`src/rtl/n1_div_pkg.sv`:
```
// Shared types and constants for the 8-bit by 4-bit restoring divider.
// Optional build macro: N1_DIV_EARLY_EXIT_EN (see n1_div_8x4.sv).
package n1_div_pkg;

    localparam int DIVIDEND_W = 8;
    localparam int DIVISOR_W  = 4;
    localparam int CNT_W      = 4;

    // Eight BUSY cycles: the counter walks 7 down to 0.
    localparam logic [CNT_W-1:0]      LAST_STEP     = 4'd7;
    localparam logic [DIVIDEND_W-1:0] DIV_ZERO_QUOT = 8'hFF;

    typedef enum logic [1:0] {
        IDLE = 2'd0,
        BUSY = 2'd1,
        DONE = 2'd2
    } state_e;

endpackage

```
`src/rtl/n1_div_step.sv`:
```
// One combinational restoring-division step: shift in one dividend bit,
// trial-subtract the divisor, keep the difference when it does not go negative.
module n1_div_step
    import n1_div_pkg::*;
(
    input  logic [DIVISOR_W-1:0] partial_rem,
    input  logic                 dividend_bit,
    input  logic [DIVISOR_W-1:0] divisor,
    output logic [DIVISOR_W-1:0] next_rem,
    output logic                 q_bit
);

    logic [DIVISOR_W:0] shifted;
    logic [DIVISOR_W:0] trial;
    logic               unused_hi;

    assign shifted = {partial_rem, dividend_bit};
    assign trial   = shifted - {1'b0, divisor};
    assign q_bit   = (shifted >= {1'b0, divisor});

    // partial_rem < divisor always holds, so both candidates fit in 4 bits.
    assign next_rem  = q_bit ? trial[DIVISOR_W-1:0] : shifted[DIVISOR_W-1:0];
    assign unused_hi = trial[DIVISOR_W] ^ shifted[DIVISOR_W];

endmodule

```
`src/rtl/n1_div_8x4.sv`:
```
// Unsigned 8-bit / 4-bit restoring divider, one quotient bit per BUSY cycle.
// Define N1_DIV_EARLY_EXIT_EN to bypass BUSY when dividend < divisor.
module n1_div_8x4
    import n1_div_pkg::*;
(
    input  logic                  clk,
    input  logic                  rst_n,
    input  logic                  in_valid,
    output logic                  in_ready,
    input  logic [DIVIDEND_W-1:0] dividend,
    input  logic [DIVISOR_W-1:0]  divisor,
    output logic                  out_valid,
    input  logic                  out_ready,
    output logic [DIVIDEND_W-1:0] quotient,
    output logic [DIVISOR_W-1:0]  remainder,
    output logic                  div_zero
);

    state_e                state_q,    state_d;
    logic [CNT_W-1:0]      cnt_q,      cnt_d;
    logic [DIVIDEND_W-1:0] dividend_q, dividend_d;
    logic [DIVISOR_W-1:0]  divisor_q,  divisor_d;
    logic [DIVIDEND_W-1:0] quot_q,     quot_d;
    logic [DIVISOR_W-1:0]  rem_q,      rem_d;
    logic                  dz_q,       dz_d;

    logic [DIVISOR_W-1:0]  step_rem;
    logic                  step_q_bit;
    logic                  accept;
    logic                  early;

    n1_div_step u_step (
        .partial_rem  (rem_q),
        .dividend_bit (dividend_q[DIVIDEND_W-1]),
        .divisor      (divisor_q),
        .next_rem     (step_rem),
        .q_bit        (step_q_bit)
    );

    assign accept = in_valid && (state_q == IDLE);

`ifdef N1_DIV_EARLY_EXIT_EN
    assign early = (dividend < {{(DIVIDEND_W-DIVISOR_W){1'b0}}, divisor});
`else
    assign early = 1'b0;
`endif

    assign in_ready  = (state_q == IDLE);
    assign out_valid = (state_q == DONE);
    assign quotient  = quot_q;
    assign remainder = rem_q;
    assign div_zero  = dz_q;

    always_ff @(posedge clk) begin
        if (!rst_n) begin
            state_q    <= IDLE;
            cnt_q      <= '0;
            dividend_q <= '0;
            divisor_q  <= '0;
            quot_q     <= '0;
            rem_q      <= '0;
            dz_q       <= 1'b0;
        end else begin
            state_q    <= state_d;
            cnt_q      <= cnt_d;
            dividend_q <= dividend_d;
            divisor_q  <= divisor_d;
            quot_q     <= quot_d;
            rem_q      <= rem_d;
            dz_q       <= dz_d;
        end
    end

    always_comb begin
        state_d    = state_q;
        cnt_d      = cnt_q;
        dividend_d = dividend_q;
        divisor_d  = divisor_q;
        quot_d     = quot_q;
        rem_d      = rem_q;
        dz_d       = dz_q;

        case (state_q)
            IDLE: begin
                if (accept) begin
                    dividend_d = dividend;
                    divisor_d  = divisor;
                    dz_d       = 1'b0;
                    cnt_d      = '0;
                    if (divisor == '0) begin
                        quot_d  = DIV_ZERO_QUOT;
                        rem_d   = dividend[DIVISOR_W-1:0];
                        dz_d    = 1'b1;
                        state_d = DONE;
                    end else if (early) begin
                        quot_d  = '0;
                        rem_d   = dividend[DIVISOR_W-1:0];
                        state_d = DONE;
                    end else begin
                        quot_d  = '0;
                        rem_d   = '0;
                        cnt_d   = LAST_STEP;
                        state_d = BUSY;
                    end
                end
            end
            BUSY: begin
                // The dividend register shifts left so its MSB always feeds the step.
                dividend_d = {dividend_q[DIVIDEND_W-2:0], 1'b0};
                quot_d     = {quot_q[DIVIDEND_W-2:0], step_q_bit};
                rem_d      = step_rem;
                if (cnt_q == '0) begin
                    state_d = DONE;
                end else begin
                    cnt_d = cnt_q - 4'd1;
                end
            end
            DONE: begin
                if (out_ready) begin
                    state_d = IDLE;
                end
            end
            default: begin
                state_d = IDLE;
            end
        endcase
    end

endmodule

```
`config.mk`:
```
export PLATFORM = sky130hd
export DESIGN_NAME = n1_div_8x4
export DESIGN_NICKNAME = d
export VERILOG_FILES = /design/src/rtl/n1_div_pkg.sv /design/src/rtl/n1_div_step.sv /design/src/rtl/n1_div_8x4.sv
export SDC_FILE = /design/constraint.sdc
export NUM_CORES = 1
export LEC_CHECK = 0
export CELL_PAD_IN_SITES_DETAIL_PLACEMENT = 1
export CELL_PAD_IN_SITES_GLOBAL_PLACEMENT = 1
export CORE_MARGIN = 3
export CORE_UTILIZATION = 45
export CTS_CLUSTER_DIAMETER = 80
export DETAILED_ROUTE_END_ITERATION = 10
export DONT_BUFFER_PORTS = 1
export GPL_ROUTABILITY_DRIVEN = 0
export PLACE_DENSITY_LB_ADDON = 0.1
export SLEW_MARGIN = 20
export SYNTH_ARGS = -nofsm -noshare
export SYNTH_HDL_FRONTEND = slang
export SYNTH_SLANG_ARGS = --single-unit
```
`constraint.sdc`:
```
create_clock -name clk -period 2.2 [get_ports clk]
set_input_delay 0.55 -clock clk [delete_from_list [all_inputs] [get_ports clk]]
set_output_delay 0.55 -clock clk [all_outputs]
set_load 0.02 [all_outputs]
```
---- Word-level counts from Yosys, hierarchy flattened ----
Index checks and enable logic that the tools add are counted.
storage, ports and cells
  output and inout bits ................... 15
  bits in registers ....................... 31
  logic and storage cells ................. 44
cells by class
  eq/ne operators ......................... 6
  magnitude comparators ................... 1
  reduce and logical (&&, ||, !) cells .... 9
  add/sub/neg operators ................... 2
  muxes and demuxes ....................... 19
operators with widths
  operator                                                            count
  8-bit case mux with 2 select lines                                  2
  8-bit two-way mux                                                   3
  4-bit two-way mux                                                   5
  4-bit case mux with 2 select lines                                  2
  4-bit zero test                                                     2
  2-bit two-way mux                                                   4
  2-bit case mux with 3 select lines                                  1
  3-bit AND reduction                                                 2
  5-bit by 4-bit greater-or-equal comparator with 1-bit output        1
  2-bit by 1-bit != test with 1-bit output, second input constant     2
  2-bit != test, second input constant                                2
  2-bit AND reduction                                                 2
  4-bit by 1-bit subtractor with 4-bit output, second input constant  1
  4-bit subtractor                                                    1
  3-bit two-way mux                                                   1
  2-bit by 1-bit == test with 1-bit output, second input constant     1
  2-bit == test, second input constant                                1
  2-bit zero test                                                     1
  2-bit nonzero test                                                  1
  1-bit logical AND                                                   1
  1-bit two-way mux                                                   1

---- Logic depth before layout (Yosys ltp) ----
Gate-level depths: netlist (run 1).
  depth after elaboration ................. 4
  gate-level depth with buffers ........... 6
  gate-level depth less buffers ........... 6

---- By module ----
From an unflattened synthesis (run 1), not the netlist that was laid out.
second synthesis, totals
  cell total of the unflattened synthesis .. 190
  area total of the unflattened synthesis .. 1,635.3 um^2
by module, submodules not included
  module       times used  cells an instance  seq. area each (um^2)  area an instance (um^2)
  n1_div_8x4   1           162                620.6                  1,411.4
  n1_div_step  1           28                 0.0                    224.0

---- Worst setup path before layout (run 1) ----
OpenSTA, ideal clock, no wires.
  path type ............................... register to register
  from .................................... register rem_q[0] (netlist: remainder[0])
  to ...................................... register rem_q[3] (netlist: remainder[3])
  data required time ...................... 2,126 ps
  period minus slack after synthesis ...... 1,879 ps
  arrival time ............................ 1,805 ps
  buffers on the path ..................... 0
  path slack .............................. 321 ps
  stages on the path, launching flop included .. 6
  cell sequence ........................... dfxtp_1 -> ha_1 -> and3b_1 -> or3_1 -> a2111o_1 -> a31oi_1
on the way
  longest elaborated chain between the ends .. 3
  elaborated cells between the ends (all ways) .. 4
ends and longest elaborated chain
  item                                                                                              RTL line                              source
  from (decl)                                                                                       n1_div_8x4.sv:24                      logic [DIVISOR_W-1:0] rem_q, rem_d;
  from (signal assigned)                                                                            n1_div_8x4.sv:69                      rem_q <= rem_d;
  4-bit subtractor or 5-bit by 4-bit greater-or-equal comparator with 1-bit output (tied branches)  n1_div_step.sv:18, n1_div_step.sv:19
  4-bit two-way mux (*)                                                                             n1_div_step.sv:22                     assign next_rem = q_bit ? trial[DIVISOR_W-1:0] : shifted[DIVISOR_W-1:0];
  4-bit case mux with 2 select lines (*)                                                            n1_div_8x4.sv:83                      case (state_q)
Every way passes the cells marked *; elsewhere a longest branch is shown, timed or not.
A chain may end at the register's enable or synchronous reset.

---- Final worst setup path (run 1) ----
  from .................................... register divisor_q[1]
  to ...................................... register rem_q[3] (netlist: remainder[3])
on the way
  longest elaborated chain between the ends .. 3
  elaborated cells between the ends (all ways) .. 4
ends and longest elaborated chain
  item                                                                                              RTL line                              source
  from (decl)                                                                                       n1_div_8x4.sv:22                      logic [DIVISOR_W-1:0] divisor_q, divisor_d;
  from (signal assigned)                                                                            n1_div_8x4.sv:67                      divisor_q <= divisor_d;
  4-bit subtractor or 5-bit by 4-bit greater-or-equal comparator with 1-bit output (tied branches)  n1_div_step.sv:18, n1_div_step.sv:19
  4-bit two-way mux (*)                                                                             n1_div_step.sv:22
  4-bit case mux with 2 select lines (*)                                                            n1_div_8x4.sv:83
Marked as above.

==> results.md, run 1 <==
* Full die area at 4230 µm²
* Number of global-route vias before repair at 1581
* Outcome: finished clean
* Row Count at 20
* Cell Int Power at 1.07 mW
* Fin Setup TNS at 0 ns
* Routed vias at 1454
* Hold Path Class: in -> reg
* Yosys reg bits at 31
* H-tree depth at 2
* P_sw at 0.540 mW
* Synthesized area at 1570 µm²
* Avg WL per Cell at 17.6 µm
* Post-DP Area at 1660 µm²
* Starting Density at 49.4%
* Insertion delay to the later sink of the worst-skew pair at 0.34 ns
* # diodes at 0
* Drt total wl at 4260 µm
* Slowest-stage cell, CP: a2111o_1
* Cell family with most CP delay: simple AND/OR/NAND/NOR gates
* First-pass GRT wire length at 7640 µm
* Cts bufs inserted at 5
* Synth unique cells at 38
* DP HPWL at 3160 µm
* DRC errors left at 0
* Core Area at 3180 µm²
* Synth Warn # at 0
* CTS max path bufs at 2
* Layout cell share with drive strength beyond 1 at 12.1%
* Ports at 31
* Drt first pass iters at 4
* Grt total ovfl at 0
* Final Hold Fails at 0
* Crit path time final at 1.99 ns
* Pwr Total at 1.61 mW
* Critical Path End Type: flip-flop
* Fill count at 412
* Synth top area cells: dfxtp_1 (40%), a21oi_1 (8.9%), o21ai_0 (6.1%)
* Most frequent cells after synthesis: dfxtp_1 (31), a21oi_1 (28), o21ai_0 (19)
* Post-synth EDFFs at 0
* Area of all placed cells without fillers at 1740 µm²
* Die width at 65.1 µm
* Post-Syn Instances at 190
* Share of flip-flops with an asynchronous set or reset at 0%
* Largest net degree at the start of global routing at 23
* Worst Clk Skew at 0.00886 ns
* Top-area cell type share of the netlist area at 39.5%
* Sw frac at 33.5%
* CP Launch Type: flip-flop
* CTS tree: done
* Power Density at 925 nW/µm²
* Crit path DAT at 2.26 ns
* Initial antenna violation count at 0
* Sequential share of power at 44.1%
* Most numerous cell in the Yosys netlist: dfxtp_1
* Final setup viols at 0
* Core Util, Final at 54.9%
* Fin crit share at 90.6%
* Max-cap violations at 0
* Crit path max fanout at 2
* Root buffer cell: clkbuf_4
* RSZ-0062 raised after global routing: false
* Achievable Freq at 502 MHz
* Area leader, netlist: dfxtp_1
* Final net count at 219
* Vias/cell at 6.01
* Clock share of power at 29.1%
* Num Clock Sinks at 31
* Hold-fix buffers, CTS at 0
* Mapped Nets at 212
* CTS clk-pin slew, worst paths at 0.10 ns
* Die height at 65.1 µm
* Crit-path cells: inv_1 > ha_1 > and3b_1 > or3_1 > a2111o_1 > a31oi_1
* CP Buf/Inv Count at 1
* Peak supply drop at 0.397 mV
* GRT Util Overall at 23.4%
* Biggest cell delay along the critical path at 0.42 ns
* Combinational share of power at 26.8%
* Port buffer count at 0
* Top_reg_cell synth: dfxtp_1
* PostCTS Resize Cnt at 0
* Area delta synth->final at 11.1%
* Post-route ant nets at 0
* Post-synthesis area per instance at 8.26 µm²
* Sequential area share after synthesis at 39.5%
* Setup CP Type: reg -> reg
* Slew Limit Fails at 0
* Crit path required time at 2.46 ns
* Lkg Pwr at 0.668 nW
* Worst rel slew slack at 60.3%
* Slew @ Worst Pin at 0.596 ns
* Setup Buffers After CTS at 0
* Detailed Route Iter0 Violations at 135
-- kinds of logic (layout without fill, tap and decap cells) --
logic type	count (synthesis)	in the layout	synth area share, %
AOI/OAI and AO/OA	71	71	27.7
buffers and inverters	20	28	5.10
and+or+nand+nor	58	58	20.0
xor gates and xnor gates	2	2	1.12
adders and majority gates	6	6	5.26
muxes	2	2	1.27
DFF	31	31	39.5
-- layout by cell type, fill, tap and decap left out, drive strengths merged, types with 4 or more instances in the layout --
cell / Yosys / layout
a21oi: 29 / 29
a311oi: 4 / 4
a31oi: 7 / 7
buf: 4 / 10
clkbuf: 6 / 6
dfxtp: 31 / 31
ha: 5 / 5
inv: 10 / 10
nand2: 15 / 15
nor2: 18 / 18
nor3: 5 / 5
o211ai: 4 / 4
o21ai: 19 / 19
or4: 4 / 4
-- worst register-to-register path, cell delays in order (launching register included) --
cell      delay (ns)
dfxtp_1         0.40
inv_1           0.09
ha_1            0.33
and3b_1         0.21
or3_1           0.36
a2111o_1        0.42
a31oi_1         0.13
-- final cells by class --
class / instances / area (µm²) / share of cell area, %
inverters: 10 / 37.5 / 2.15
repair buffers: 10 / 75.1 / 4.30
clock inverters: 2 / 35.0 / 2.01
multi-input cells: 139 / 870 / 49.9
well taps: 44 / 55.1 / 3.16
clock buffers: 6 / 51.3 / 2.94
flip-flops and latches: 31 / 621 / 35.6
-- worst paths after layout --
path / from / depth (start not counted) / slack (ns) / to
max: divisor_q[1] / 6 / 0.21 / remainder[3]
min: rst_n / 1 / 0.34 / cnt_q[0]
max reg2reg: divisor_q[1] / 6 / 0.21 / remainder[3]
min reg2reg: dividend_q[0] / 2 / 0.47 / dividend_q[1]
-- sequential cells by signal (all words and copies together) (netlist names) --
name        cells
dividend_q      8
quotient        8
cnt_q           4
divisor_q       4
remainder       4
state_q         2
div_zero        1
-- power groups by stage --
stage	registers [mW]	clock network, mW	logic [mW]
after floorplan	0.712	0	0.315
after global placement	0.720	0	0.405
after detailed placement	0.724	0	0.431
after CTS	0.712	0.479	0.434
after global routing	0.723	0.516	0.497
final	0.711	0.469	0.432
-- per-layer routing --
layer	GRT usage [%]	routed length, µm	vias to the layer above
li1	-	-	702
met1	29.8	1870	711
met2	39.0	2150	31
met3	5.20	153	10
met4	7.77	80	0
met5	0	0	-
-- through the flow --
stage               hold WS, ns  cells  worst slack [ns]
detailed placement        0.466    234             0.235
global route              0.317    242            0.0989
CTS                       0.328    242             0.221
finish                    0.340    242             0.206
floorplan                 0.430    190             0.321
global placement          0.461    234             0.344
Power figures use the tool's default switching activity.
==> run 2: changes to the inputs <==
--- a/config.mk
+++ b/config.mk
@@ -13,6 +13,7 @@
 export DETAILED_ROUTE_END_ITERATION = 10
 export DONT_BUFFER_PORTS = 1
 export GPL_ROUTABILITY_DRIVEN = 0
+export MAX_ROUTING_LAYER = met4
 export PLACE_DENSITY_LB_ADDON = 0.1
 export SLEW_MARGIN = 20
 export SYNTH_ARGS = -nofsm -noshare
==> run 2 against run 1 <==
  * Core utilization did not move
  * Flip-flop and latch count did not move
  * Via count rose by 0.28%
  * Total power fell by 0.18%
  * Highest routed layer unchanged
==> results.md, run 2 (synthesized netlist as in run 1, its figures left out) <==
* Die height at 65.1 µm
* Post-DP Area at 1660 µm²
* Full die area at 4230 µm²
* Avg WL per Cell at 17.7 µm
* Worst rel slew slack at 60.3%
* Peak supply drop at 0.396 mV
* CTS tree: done
* R2R depth at 6
* CTS max path bufs at 2
* Post-route ant nets at 0
* Insertion delay to the later sink of the worst-skew pair at 0.33 ns
* Clock share of power at 28.9%
* # diodes at 0
* H-tree depth at 2
* RSZ-0062 raised after global routing: false
* Root buffer cell: clkbuf_4
* Drt total wl at 4280 µm
* Top Metal Used: met4
* Cell Int Power at 1.07 mW
* Row Count at 20
* Crit path max fanout at 2
* Hold path depth at 1
* Area of all placed cells without fillers at 1740 µm²
* Final setup viols at 0
* Cts bufs inserted at 5
* GRT Util Overall at 23.9%
* Final net count at 219
* Fill count at 412
* Setup CP Type: reg -> reg
* Routed vias at 1458
* Grt total ovfl at 0
* Critical Path End Type: flip-flop
* Hold Worst Slack at 0.344 ns
* Sequential share of power at 44.2%
* CTS clk-pin slew, worst paths at 0.09 ns
* Final Hold Fails at 0
* Most common cell after layout, fill and taps aside: dfxtp_1
* Largest net degree at the start of global routing at 23
* DRC errors left at 0
* Most frequent cells in the layout: dfxtp_1 (31), a21oi_1 (28), o21ai_0 (19)
* Max-cap violations at 0
* Lkg Pwr at 0.668 nW
* DP HPWL at 3160 µm
* First-pass GRT wire length at 7580 µm
* Achievable Freq at 502 MHz
* Outcome: finished clean
* CP Launch Type: flip-flop
* P_sw at 0.537 mW
* Hold Path Class: in -> reg
* Slew @ Worst Pin at 0.596 ns
* Drt first pass iters at 4
* Power Density at 923 nW/µm²
* Detailed Route Iter0 Violations at 102
* Crit path required time at 2.46 ns
* Initial antenna violation count at 0
* Combinational share of power at 26.9%
* Die width at 65.1 µm
* Metal-1 WL at 1850 µm
* PostCTS Resize Cnt at 0
* Fin crit share at 90.6%
* Sw frac at 33.4%
* R2R setup slack at 0.21 ns
* Ports at 31
* Number of global-route vias before repair at 1582
* Worst Clk Skew at 0.00772 ns
* Crit path DAT at 2.25 ns
* Layout cell share with drive strength beyond 1 at 12.1%
* Setup Buffers After CTS at 0
* WL met2 at 2160 µm
* Core Util, Final at 54.9%
* Port buffer count at 0
* Hold-fix buffers, CTS at 0
* Core Area at 3180 µm²
* Area delta synth->final at 11.1%
* Starting Density at 49.4%
* Slew Limit Fails at 0
* Num Clock Sinks at 31
* Vias/cell at 6.02
* Fin Setup TNS at 0 ns
* Crit path time final at 1.99 ns
* Metal3 WL at 191 µm
[run 2: cell counts in the layout (fill, tap and decap cells not counted)]
Identical to the previous run, type by type.
[run 2: path summary, 6_finish.rpt]
| check | startpoint | end |
|---|---|---|
| worst max-delay path | divisor_q[1] | remainder[3] |
| worst max register to register | divisor_q[1] | remainder[3] |
| worst min register to register | dividend_q[0] | dividend_q[1] |
| worst min-delay path | rst_n | cnt_q[0] |
[run 2: cell type report]
type	instances	area [µm²]	area share (%)
flip-flops and latches	31	621	35.6
inverters	10	37.5	2.15
multi-input cells	139	870	49.9
clock buffers	6	51.3	2.94
clock inverters	2	35.0	2.01
repair buffers	10	75.1	4.30
well taps	44	55.1	3.16
[run 2: power groups by stage]
stage                     clock [mW]  sequential, mW  combinational [mW]
after floorplan                    0           0.712               0.315
after global placement             0           0.720               0.405
after detailed placement           0           0.724               0.431
after CTS                      0.479           0.712               0.434
after global routing           0.516           0.722               0.497
final                          0.466           0.712               0.433
[run 2: layer usage]
metal	GRT usage [%]	vias up
met5	-	-
met4	7.77	0
met3	5.20	10
met2	38.7	40
met1	29.7	706
li1	-	702
[run 2: critical path, cell delays in order, from the launching register on]
cell      delay (ns)
dfxtp_1         0.40
inv_1           0.09
ha_1            0.33
and3b_1         0.21
or3_1           0.36
a2111o_1        0.42
a31oi_1         0.12
[run 2: stage by stage]
stage | setup slack [ns] | power (mW) | instances
after global routing | 0.0987 | 1.74 | 242
after CTS | 0.221 | 1.63 | 242
final | 0.207 | 1.61 | 242
after detailed placement | 0.235 | 1.16 | 234
after global placement | 0.344 | 1.12 | 234
after floorplan | 0.321 | 1.03 | 190
